`src/rtl/jk_sched_pkg.sv`:
```
// jk_sched_pkg: shared types and defaults for the JK bank scheduler.
//   op_t    : per-requester {J,K} operation code (HOLD/CLR/SET/TOG)
//   state_t : scheduler FSM states
//   NREQ_DEF, WIDTH_DEF : default parameter values
package jk_sched_pkg;

  localparam int NREQ_DEF  = 4;
  localparam int WIDTH_DEF = 8;

  typedef enum logic [1:0] {
    OP_HOLD = 2'b00,
    OP_CLR  = 2'b01,
    OP_SET  = 2'b10,
    OP_TOG  = 2'b11
  } op_t;

  typedef enum logic [1:0] {
    ST_IDLE,
    ST_LATCH,
    ST_APPLY,
    ST_ACK
  } state_t;

endpackage

```
`src/rtl/jk_bank_sched_cell.sv`:
```
// jk_ff_cell: a single JK flip-flop bit.
//   clk   : rising-edge clock
//   rst_n : asynchronous active-low reset (q -> 0)
//   j, k  : JK inputs (00 hold, 01 clear, 10 set, 11 toggle)
//   q, qb : state and its complement
module jk_ff_cell (
  input  logic clk,
  input  logic rst_n,
  input  logic j,
  input  logic k,
  output logic q,
  output logic qb
);

  always_ff @(posedge clk or negedge rst_n) begin
    if (!rst_n) begin
      q <= 1'b0;
    end else begin
      case ({j, k})
        2'b01:   q <= 1'b0;
        2'b10:   q <= 1'b1;
        2'b11:   q <= ~q;
        default: q <= q;
      endcase
    end
  end

  assign qb = ~q;

endmodule

```
`src/rtl/jk_bank_sched.sv`:
```
// jk_bank_sched: round-robin scheduler that applies one requester's JK
// operation to a WIDTH-bit bank of JK flip-flops per transaction.
// Transaction: IDLE (arbitrate) -> LATCH (capture op/mask) -> APPLY (update q)
//              -> ACK (gnt pulse, advance pointer) -> IDLE.
// Ports:
//   clk, rst_n : clock, asynchronous active-low reset
//   sync_clr   : synchronous clear (only when JK_SCHED_SCLR_EN is defined)
//   req [NREQ]          : request levels
//   op  [2*NREQ]        : per-requester {J,K} code, requester i at [2i+1:2i]
//   mask[WIDTH*NREQ]    : per-requester bit select
//   gnt [NREQ]          : one-hot completion pulse during ACK
//   busy                : state is not IDLE
//   q, qb [WIDTH]       : bank state and complement
// Optional feature macro: JK_SCHED_SCLR_EN.
module jk_bank_sched
  import jk_sched_pkg::*;
#(
  parameter int NREQ  = NREQ_DEF,
  parameter int WIDTH = WIDTH_DEF
) (
  input  logic                  clk,
  input  logic                  rst_n,
`ifdef JK_SCHED_SCLR_EN
  input  logic                  sync_clr,
`endif
  input  logic [NREQ-1:0]       req,
  input  logic [2*NREQ-1:0]     op,
  input  logic [WIDTH*NREQ-1:0] mask,
  output logic [NREQ-1:0]       gnt,
  output logic                  busy,
  output logic [WIDTH-1:0]      q,
  output logic [WIDTH-1:0]      qb
);

  localparam int IW = (NREQ > 1) ? $clog2(NREQ) : 1;

  state_t           state, state_nx;
  logic [IW-1:0]    ptr, win_r, pick, cand;
  logic             found;
  op_t              op_r;
  logic [WIDTH-1:0] mask_r;
  logic [WIDTH-1:0] j_v, k_v;
  logic             sclr;

`ifdef JK_SCHED_SCLR_EN
  assign sclr = sync_clr;
`else
  assign sclr = 1'b0;
`endif

  // Round-robin search starting at ptr, wrapping at NREQ.
  always_comb begin
    found = 1'b0;
    pick  = '0;
    cand  = '0;
    for (int unsigned off = 0; off < NREQ; off++) begin
      cand = IW'((32'(ptr) + off) % NREQ);
      if (!found && req[cand]) begin
        found = 1'b1;
        pick  = cand;
      end
    end
  end

  always_ff @(posedge clk or negedge rst_n) begin
    if (!rst_n) state <= ST_IDLE;
    else        state <= state_nx;
  end

  always_comb begin
    state_nx = state;
    case (state)
      ST_IDLE:  if (|req) state_nx = ST_LATCH;
      ST_LATCH: state_nx = ST_APPLY;
      ST_APPLY: state_nx = ST_ACK;
      ST_ACK:   state_nx = ST_IDLE;
      default:  state_nx = ST_IDLE;
    endcase
    if (sclr) state_nx = ST_IDLE;
  end

  always_ff @(posedge clk or negedge rst_n) begin
    if (!rst_n) begin
      ptr    <= '0;
      win_r  <= '0;
      op_r   <= OP_HOLD;
      mask_r <= '0;
    end else begin
      if (state == ST_IDLE && found && !sclr) win_r <= pick;
      if (state == ST_LATCH) begin
        op_r   <= op_t'(op[2*win_r +: 2]);
        mask_r <= mask[WIDTH*win_r +: WIDTH];
      end
      if (state == ST_ACK && !sclr)
        ptr <= (32'(win_r) == NREQ - 1) ? '0 : win_r + 1'b1;
    end
  end

  // The op code is literally {J,K}, so each masked bit takes J/K straight
  // from the code; a synchronous clear forces K on every bit instead.
  always_comb begin
    j_v = '0;
    k_v = '0;
    if (sclr) begin
      k_v = '1;
    end else if (state == ST_APPLY) begin
      j_v = mask_r & {WIDTH{op_r[1]}};
      k_v = mask_r & {WIDTH{op_r[0]}};
    end
  end

  for (genvar b = 0; b < WIDTH; b++) begin : g_bit
    jk_ff_cell u_cell (
      .clk   (clk),
      .rst_n (rst_n),
      .j     (j_v[b]),
      .k     (k_v[b]),
      .q     (q[b]),
      .qb    (qb[b])
    );
  end

  always_comb begin
    gnt = '0;
    if (state == ST_ACK) gnt[win_r] = 1'b1;
  end

  assign busy = (state != ST_IDLE);

endmodule

```
`config.mk`:
```
export PLATFORM = sky130hd
export DESIGN_NAME = jk_bank_sched
export DESIGN_NICKNAME = d
export VERILOG_FILES = /design/src/rtl/jk_sched_pkg.sv /design/src/rtl/jk_bank_sched_cell.sv /design/src/rtl/jk_bank_sched.sv
export SDC_FILE = /design/constraint.sdc
export NUM_CORES = 1
export LEC_CHECK = 0
export ABC_AREA = 1
export BUFFER_PORTS_ARGS = -buffer_cell sky130_fd_sc_hd__buf_2
export CAP_MARGIN = 10
export CORE_AREA = 3 3 73 58
export DETAILED_ROUTE_END_ITERATION = 8
export DIE_AREA = 0 0 76 61
export PLACE_DENSITY = 0.8
export SLEW_MARGIN = 20
export SYNTH_ARGS = -nofsm -noshare
export SYNTH_HDL_FRONTEND = slang
export SYNTH_SLANG_ARGS = --single-unit
```
`constraint.sdc`:
```
create_clock -name clk -period 2.69 [get_ports clk]
set_clock_uncertainty 0.1 [all_clocks]
set_input_delay 0.1345 -clock clk [delete_from_list [all_inputs] [get_ports clk]]
set_output_delay 0.1345 -clock clk [all_outputs]
set_load 0.005 [all_outputs]
```
==> results.md <==
* Worst-Skew Late Latency at 0.26 ns
* Final hold violation count at 0
* Vias at 1,760
* Number of antenna violations at the first check in global routing at 0
* Synth area leaders: dfrtp_1 (32%), nand2_1 (10%), o21ai_0 (9.8%)
* CTS Sinks at 24
* Hold path cells at 3
* Clock Power Share at 0.103
* Worst path max stage delay at 0.62 ns
* Setup bufs post-CTS at 0
* # diodes at 0
* Fmax at 526 MHz
* DRC viols at 0
* Share of the synthesized area in the top cell type at 0.319
* R2R cell count at 4
* Hpwl dp at 3.11 mm
* Slowest stage cell, crit path: dfrtp_1
* Die H at 61 um
* Initial Utilization at 0.525
* Total power per unit cell area at 1070 nW/um2
* YS warnings at 0
* Post-route setup TNS at 0 ns
* Int Pwr at 1.21 mW
* Global Route Usage Sum at 0.166
* VDD IR max at 468 uV
* Slew margin rel. at 0.588
* Clock Tree Root: clkbuf_8
* Critical path class: reg -> out
* Placer congestion estimate at 0.900
* Cell row count at 19
* Core box area at 3590 um2
* CTS tree: yes
* Vias per Instance at 4.78
* Crit start category: flip-flop
* Clock slew at reported path FFs at 0.08 ns
* Slew @ Worst Pin at 0.618 ns
* Layout cells sized above 1 at 0.278
* Total Power at 2.33 mW
* Final nets at 373
* Largest net degree at the start of global routing at 25
* Worst Path Arrival at 1.67 ns
* IO Count at 67
* TritonCTS buffer count at 3
* Post-Place Setup Slack at 1.06 ns
* Syn Area/Cell at 7.00 um2
* Final Critical Period at 1.90 ns
* First-pass GRT wire length at 6.35 mm
* WL per Instance at 10.8 um
* Yosys cell types at 26
* Sw power at 1.13 mW
* Routed wire length at 3.99 mm
* Flop-to-flop setup slack at 1.06 ns
* Syn Inst Count at 269
* Non-Filler Instances at 368
* Initial DRC count at 64
* Syn-to-layout area delta at 15.5%
* Worst hold margin at 0.0629 ns
* Tightest Hold Check Type: in -> reg
* Critical path required time at 2.46 ns
* Htree depth at 1
* FF+latch count, synth at 24
* Port bufs at 66
* DIE WIDTH at 76 um
* Dpl cell area at 2110 um2
* DRT antenna net count at 0
* Leading cell type in the layout, fill and taps excluded: buf_2
* RSZ-0062 raised after global routing: false
* Critical path fanouts, max at 14
* Outcome: finished clean
* Synth Cell Area at 1880 um2
* Share of total power in combinational logic at 0.594
* First-pass detailed-route iteration total at 4
* Most frequent cells in the layout: buf_2 (66), nand2_1 (51), inv_1 (39)
* Finished Cell Area at 2170 um2
* Post-Syn Nets at 325
* Vias in the first global route at 1,482
* Die area at 4640 um2
* Dpl cells at 363
* Worst path most repeated cell: inv_1
* Post-synth top area cell: dfrtp_1
* Clock Path Buffers at 2
* GR Overflow Total at 0
* Final Util at 0.606
* Setup crit end kind: output pin
* CP cell instances: inv_1 -> ha_1 -> nand2_1 -> inv_1 -> buf_2
* Final setup fails at 0
* PnR worst setup slack at 0.790 ns
* Max-slew violations at 0
* Max Cap Viol at 0
* Seq/Total Area, Yosys at 0.319
* Sw Share at 0.483
* Leak at 1.23 nW
* Fin crit share at 0.706
* Reg power frac at 0.302
-- final cells by class --
| type | count | area [um2] |
|---|---|---|
| Fill cell | 350 | 1420 |
| Sequential cell | 24 | 601 |
| Inverter | 41 | 161 |
| Tap cell | 52 | 65.1 |
| Timing Repair Buffer | 68 | 348 |
| Multi-Input combinational cell | 179 | 945 |
| Clock buffer | 4 | 55.1 |
-- routing by layer --
metal / up-vias / part of all wire / wire length (um) / track usage
met4: 0 / 0 / 0 / 0.0233
met3: 0 / 0.048 / 192 / 0.0371
met5: - / 0 / 0 / 0
met1: 787 / 0.50 / 1990 / 0.231
li1: 929 / - / - / -
met2: 44 / 0.45 / 1800 / 0.278
-- path summary, 6_finish.rpt --
kind,startpoint,end
max,win_r[1]$_DFFE_PN0P_,gnt[1]
min reg2reg,g_bit[1].u_cell.q$_DFFE_PN0P_,g_bit[1].u_cell.q$_DFFE_PN0P_
max reg2reg,win_r[1]$_DFFE_PN0P_,ptr[1]$_DFFE_PN0P_
min in group asynchronous,rst_n,g_bit[2].u_cell.q$_DFFE_PN0P_
min,op[3],op_r[1]$_DFFE_PN0N_
max in group asynchronous,rst_n,mask_r[4]$_DFFE_PN0N_
-- logic make-up after synthesis --
group,count (synthesis),share of synthesized area
AOI/OAI and AO/OA,55,0.162
adders and majority gates,10,0.0664
buffers and inverters,66,0.179
DFF,24,0.319
and+or+nand+nor,114,0.273
-- cell usage after synthesis --
| library cell | n |
|---|---|
| nand2_2 | 9 |
| a21oi_1 | 1 |
| nand2_1 | 51 |
| nor4_1 | 1 |
| ha_1 | 10 |
| buf_4 | 16 |
| o21ai_0 | 37 |
| nand3_2 | 2 |
| nor2_1 | 34 |
| nand2_4 | 3 |
| nand3_1 | 11 |
| buf_2 | 4 |
| o31ai_1 | 6 |
| buf_6 | 1 |
| o22ai_1 | 6 |
| a21boi_0 | 1 |
| inv_2 | 1 |
| nor2_4 | 1 |
| nand4_1 | 1 |
| clkbuf_8 | 1 |
| dfrtp_1 | 24 |
| inv_8 | 1 |
| and2_1 | 1 |
| clkbuf_1 | 3 |
| inv_1 | 39 |
| a31oi_1 | 4 |
-- power by group through the flow --
stage	clock [mW]	combinational, mW	sequential [mW]
final	0.242	1.39	0.706
after global routing	0.267	1.60	0.737
after CTS	0.246	1.40	0.705
after detailed placement	0	1.39	0.713
after global placement	0	1.36	0.707
after floorplan	0	1.25	0.650
-- flip-flops by register name, indices dropped and copies added (netlist names) --
register and flops:
g_bit.u_cell.q 8, state 2, win_r 2, op_r 2, ptr 2, mask_r 8
-- worst max-delay path: cells and delay by family (launching register included) --
kind / cells / cell delay [ns]
flops: 1 / 0.62
buf+inv: 3 / 0.45
fa+ha+maj: 1 / 0.27
simple gates: 1 / 0.06
-- repair_timing --
item                       CTS  global route
hold endpoints to repair    24             0
hold buffers                 1             0
setup endpoints to repair    0             0
gates resized for setup      0             0
(Power assumes the default switching activity.)
